## src/rtl/pattern_count_engine.sv

```systemverilog
// pattern_count_engine
//   Scans a message in data memory for a 5-bit pattern and writes back three
//   counts. The first count is matches that lie inside one byte. The second is
//   the number of bytes holding at least one such match. The third is matches
//   anywhere in the concatenated bit string, where byte 0 is the most
//   significant and windows may straddle byte boundaries.
//
//   Ports
//     CLK        in   rising-edge clock
//     RESET_N    in   asynchronous active-low reset
//     START      in   begins a run when sampled high in IDLE or FINISH
//     DONE       out  high from end of run until the next accepted START
//     BUSY       out  high while a run is in progress (LOAD_PAT..WR_S)
//     MEM_ADDR   out  data-memory byte address
//     MEM_WE     out  write strobe, one cycle per result byte
//     MEM_WDATA  out  write data
//     MEM_RDATA  in   read data, valid the cycle after MEM_ADDR is sampled
module pattern_count_engine #(
  parameter int unsigned STR_BASE  = 128,
  parameter int unsigned NUM_BYTES = 32,
  parameter int unsigned PAT_ADDR  = 160,
  parameter int unsigned RES_BASE  = 192
) (
  input  logic       CLK,
  input  logic       RESET_N,
  input  logic       START,
  output logic       DONE,
  output logic       BUSY,
  output logic [7:0] MEM_ADDR,
  output logic       MEM_WE,
  output logic [7:0] MEM_WDATA,
  input  logic [7:0] MEM_RDATA
);

  localparam int unsigned IDX_W = $clog2(NUM_BYTES + 1);
  localparam logic [IDX_W-1:0] LAST = IDX_W'(NUM_BYTES);

  typedef enum logic [2:0] {
    S_IDLE, S_LOAD_PAT, S_SCAN, S_WR_B, S_WR_O, S_WR_S, S_FINISH
  } state_t;

  state_t           state, state_nx;
  logic [IDX_W-1:0] idx;
  logic [4:0]       pat;
  logic [3:0]       prev_lo;
  logic [7:0]       ctb, cto, cts;
  logic             accept;
  logic [2:0]       w_in;
  logic [3:0]       w_cross;

  // Matches of pt in the four windows that fit entirely inside byte d.
  function automatic logic [2:0] count_in(input logic [7:0] d, input logic [4:0] pt);
    logic [2:0] n;
    n = '0;
    for (int k = 0; k < 4; k++)
      if (d[k +: 5] == pt) n = n + 3'd1;
    return n;
  endfunction

  // Matches of pt in the eight windows whose lowest bit lies in the current
  // byte; the upper bits may reach up to four bits into the previous byte.
  function automatic logic [3:0] count_cross(input logic [11:0] x, input logic [4:0] pt);
    logic [3:0] n;
    n = '0;
    for (int k = 0; k < 8; k++)
      if (x[k +: 5] == pt) n = n + 4'd1;
    return n;
  endfunction

  assign accept  = START && (state == S_IDLE || state == S_FINISH);
  assign w_in    = count_in(MEM_RDATA, pat);
  // The first byte has no predecessor, so only its in-byte windows count.
  assign w_cross = (idx == IDX_W'(1)) ? {1'b0, w_in}
                                      : count_cross({prev_lo, MEM_RDATA}, pat);

  // Next state and combinational outputs
  always_comb begin
    state_nx  = state;
    DONE      = 1'b0;
    BUSY      = 1'b0;
    MEM_ADDR  = 8'd0;
    MEM_WE    = 1'b0;
    MEM_WDATA = 8'd0;
    case (state)
      S_IDLE: begin
        if (START) state_nx = S_LOAD_PAT;
      end
      S_LOAD_PAT: begin
        BUSY     = 1'b1;
        MEM_ADDR = 8'(PAT_ADDR);
        state_nx = S_SCAN;
      end
      S_SCAN: begin
        BUSY = 1'b1;
        // The final SCAN cycle only consumes the last byte; no new read.
        if (idx < LAST) MEM_ADDR = 8'(STR_BASE) + 8'(idx);
        if (idx == LAST) state_nx = S_WR_B;
      end
      S_WR_B: begin
        BUSY      = 1'b1;
        MEM_WE    = 1'b1;
        MEM_ADDR  = 8'(RES_BASE);
        MEM_WDATA = ctb;
        state_nx  = S_WR_O;
      end
      S_WR_O: begin
        BUSY      = 1'b1;
        MEM_WE    = 1'b1;
        MEM_ADDR  = 8'(RES_BASE + 1);
        MEM_WDATA = cto;
        state_nx  = S_WR_S;
      end
      S_WR_S: begin
        BUSY      = 1'b1;
        MEM_WE    = 1'b1;
        MEM_ADDR  = 8'(RES_BASE + 2);
        MEM_WDATA = cts;
        state_nx  = S_FINISH;
      end
      S_FINISH: begin
        DONE = 1'b1;
        if (START) state_nx = S_LOAD_PAT;
      end
      default: state_nx = S_IDLE;
    endcase
  end

  // State, index, pattern and counter registers
  always_ff @(posedge CLK or negedge RESET_N) begin
    if (!RESET_N) begin
      state   <= S_IDLE;
      idx     <= '0;
      pat     <= '0;
      prev_lo <= '0;
      ctb     <= '0;
      cto     <= '0;
      cts     <= '0;
    end else begin
      state <= state_nx;
      if (accept) begin
        idx     <= '0;
        prev_lo <= '0;
        ctb     <= '0;
        cto     <= '0;
        cts     <= '0;
      end else if (state == S_SCAN) begin
        if (idx == '0) begin
          pat <= MEM_RDATA[7:3];
        end else begin
          // MEM_RDATA holds byte idx-1 here.
          ctb     <= ctb + {5'd0, w_in};
          cto     <= cto + {7'd0, (w_in != 3'd0)};
          cts     <= cts + {4'd0, w_cross};
          prev_lo <= MEM_RDATA[3:0];
        end
        if (idx != LAST) idx <= idx + IDX_W'(1);
      end
    end
  end

endmodule
```

## config.mk

```make
export PLATFORM = sky130hd
export DESIGN_NAME = pattern_count_engine
export DESIGN_NICKNAME = d
export VERILOG_FILES = /design/src/rtl/pattern_count_engine.sv
export SDC_FILE = /design/constraint.sdc
export NUM_CORES = 1
export LEC_CHECK = 0
export CAP_MARGIN = 25
export CORE_UTILIZATION = 40
export DETAILED_ROUTE_END_ITERATION = 10
export REMOVE_ABC_BUFFERS = 1
export SYNTH_ARGS = -nofsm -noshare
export SYNTH_HDL_FRONTEND = slang
export SYNTH_SLANG_ARGS = --single-unit
export TNS_END_PERCENT = 20
```

## constraint.sdc

```tcl
create_clock -name CLK -period 6.46 [get_ports CLK]
set_clock_uncertainty 0.1 [all_clocks]
set_input_delay 1.292 -clock CLK [delete_from_list [all_inputs] [get_ports CLK]]
set_output_delay 1.292 -clock CLK [all_outputs]
set_load 0.01 [all_outputs]
```

==> impl_metrics.json <==
{
  "status": "completed",
  "worst_slack_ns": 0.3582,
  "yosysWarnings": 0,
  "cts_sinks": 42,
  "cp-start-kind": "input port",
  "slowest_stage": "a2111o_1",
  "tns_ns": 0,
  "grt_max_degree": 43,
  "first_iter_violations": 64,
  "finalHoldViolations": 0,
  "rr_startpoint": "pat[0]",
  "finalPower_mw": 1.488,
  "layout.nets": 485,
  "final_cells": 558,
  "synth-seq-area-share_pct": 30.00,
  "power.leakage_nw": 2.046,
  "avgRoutedWirePerCell_um": 14.47,
  "routed_via_density": 5.138,
  "grt_pass1_vias": 2859,
  "powerDensity_nw_per_um2": 347.8,
  "syn_avg_cell_area_um2": 8.802,
  "power_frac_comb_pct": 58.8,
  "holdPathStages": 2,
  "synth_flop_cell": "dfrtp_1",
  "ff2ff_setup_slack_ns": 0.98,
  "fin_crit_ns": 6.102,
  "setup_viol": 0,
  "n_antenna_cell": 0,
  "p_switching_mw": 0.6596,
  "clk_path_buf_depth": 2,
  "routed_wl_um": 8077,
  "ir_drop_mv": 0.2298,
  "pwr-share-seq_pct": 29.0,
  "relSlewSlack_pct": 50.22,
  "swShare_pct": 44.33,
  "pre_cts_ws_ns": -0.3805,
  "critical_path.top_delay_family": "simple AND/OR/NAND/NOR gates",
  "final_common_cell": "dfrtp_1",
  "cp_num_buf_inv": 2,
  "worstSetupPathType": "in2reg",
  "die_h_um": 95.59,
  "die_width_um": 95.59,
  "worstMarginPinSlew_ns": 0.7468,
  "reg2regPathDepth": 27,
  "crit_path_end_kind": "flip-flop",
  "grt_pass1_wl_um": 13720,
  "arrival_ns": 6.19,
  "placed_cell_area_um2": 4088,
  "ys_seq_elements": 42,
  "areaGrowthSynthToFinish_pct": 22.11,
  "route.detailed.drc": 0,
  "grt_antenna_before_repair": 0,
  "place_congestion": 0.8287,
  "initial_core_util_pct": 42.00,
  "htree_levels": 2,
  "dp_cells": 546,
  "pin_count": 30,
  "r2r-end": "cts[6]",
  "drt_pass1_iterations": 4,
  "post-dp-hpwl_um": 5792,
  "max_freq_ghz": 0.1639,
  "synth_edf_count": 0,
  "p_int_mw": 0.8282,
  "design_area_um2": 4278,
  "synthArstFlopShare_pct": 100.0,
  "gr-total-overflow": 0,
  "drtAntennaViolNets": 0,
  "layout-drive-gt1-share_pct": 16.56,
  "critical_path_required_ns": 6.55,
  "vias": 2867,
  "path_max_fanout": 6,
  "cts.clk_slew.worst_paths_ns": 0.08,
  "critical-path-max-stage-delay_ns": 0.44,
  "numCtsBuffers": 5,
  "final_util_pct": 51.29,
  "whs_endpoint": "prev_lo[3]",
  "layout_common_cells": "dfrtp_1, xor2_1, buf_4",
  "synth_area_um2": 3503,
  "port_buffers": 29,
  "hold_path_class": "reg2reg",
  "finalMaxSlewViolations": 0,
  "tritoncts": "done",
  "synth_cell_types": 48,
  "fp-row-count": 33,
  "fin_crit_sh_pct": 94.45,
  "clockRootBuffer": "clkbuf_8",
  "timing.hold.ws_ns": 0.4294,
  "drv_cap": 0,
  "core_area_um2": 8341,
  "fillers": 807,
  "clk_latency_ns": 0.30,
  "syn-instance-count": 398,
  "pwr-share-clk_pct": 12.2,
  "grtUsageTotal_pct": 19.29,
  "die_area_um2": 9136,
  "hp-start": "prev_lo[3]",
  "cp_common_cell": "ha_1"
}
worst max path at each step:
stage,startpoint,to,depth (start not counted)
after floorplan,MEM_RDATA[2],cts[7],28
after global placement,MEM_RDATA[4],cts[6],30
after detailed placement,MEM_RDATA[4],cts[4],28
after CTS,MEM_RDATA[2],cts[6],30
after global routing,MEM_RDATA[0],cts[6],29
final,MEM_RDATA[2],cts[6],28
layout make-up:
| cell class | count | area (um^2) | area share (%) |
|---|---|---|---|
| Clock buffer | 6 | 82.58 | 1.930 |
| Clock inverter | 2 | 12.51 | 0.2925 |
| Inverter | 21 | 78.83 | 1.843 |
| Multi-Input combinational cell | 311 | 2306 | 53.90 |
| Sequential cell | 42 | 1051 | 24.57 |
| Tap cell | 105 | 131.4 | 3.071 |
| Timing Repair Buffer | 71 | 615.6 | 14.39 |
cells in the mapped netlist, types with 5 or more instances:
cell type | instances | area, um^2
dfrtp_1 | 42 | 1051
xor2_1 | 41 | 359.1
nand2b_1 | 5 | 31.28
a22o_1 | 17 | 148.9
nor3_1 | 11 | 55.05
a21oi_1 | 12 | 60.06
mux2_2 | 6 | 67.56
nand2_1 | 34 | 127.6
nor2_1 | 36 | 135.1
o21ai_0 | 11 | 55.05
nor2b_1 | 7 | 43.79
a21o_1 | 5 | 37.54
clkbuf_1 | 15 | 56.30
inv_1 | 20 | 75.07
xnor2_1 | 31 | 271.5
nand3_1 | 28 | 140.1
ha_1 | 20 | 250.2
state kept, by name, summed over array words and instances, names as in the netlist:
signal and count:
idx 6, state 3, cts 8, prev_lo 4
ctb 8, cto 8, pat 5
power by group through the flow:
stage	clock [mW]	sequential (mW)	combinational (mW)
2_1_floorplan	0	0.402	0.560
3_3_place_gp	0	0.434	0.820
3_5_place_dp	0	0.436	0.837
4_1_cts	0.189	0.431	0.852
5_1_grt	0.198	0.445	0.976
6_report	0.182	0.432	0.874
worst register-to-register path, cell delays in order, from the launching register on:
cell and delay, ns:
dfrtp_1 0.64, nor2b_2 0.08, a2111o_1 0.44, nor3_4 0.26
nor2_1 0.07, a31oi_1 0.21, ha_1 0.26, or2_2 0.32
nand2_2 0.11, xnor2_2 0.13, mux2i_1 0.10, ha_1 0.28
mux2_2 0.29, a31oi_4 0.18, a21oi_2 0.09, ha_1 0.21
inv_1 0.05, nor2_1 0.05, xnor2_1 0.19, nand2_1 0.09
xnor2_1 0.14, ha_1 0.31, nor2b_2 0.13, o21ai_0 0.07
a21oi_1 0.25, nand3_1 0.13, xor2_1 0.15, nor2_1 0.05
layer usage:
metal	up-vias	GRT usage, %	routed length, um
met5	-	0	0
met4	0	4.478	73
met3	4	1.754	195
met2	42	32.62	3818
met1	1371	26.58	3989
li1	1450	-	-
cell families (layout without fill, tap and decap cells):
| logic type | count (synthesis) | in the layout | share of synthesized area, % |
|---|---|---|---|
| DFF | 42 | 42 | 30.00 |
| muxes | 10 | 10 | 3.071 |
| xor gates and xnor gates | 76 | 76 | 20.79 |
| AOI/OAI and AO/OA | 54 | 54 | 10.68 |
| adders and majority gates | 22 | 22 | 8.286 |
| and+or+nand+nor | 149 | 149 | 21.39 |
| buffers and inverters | 45 | 100 | 5.785 |
repair_timing:
action | 4_1_cts | 5_1_grt
buffers inserted | 1 | 1
setup endpoints to repair | 4 | 6
hold buffers | 0 | 0
pin swaps | 3 | 8
resized for setup | 3 | 15
No activity file was read; power rests on OpenSTA's default activity.
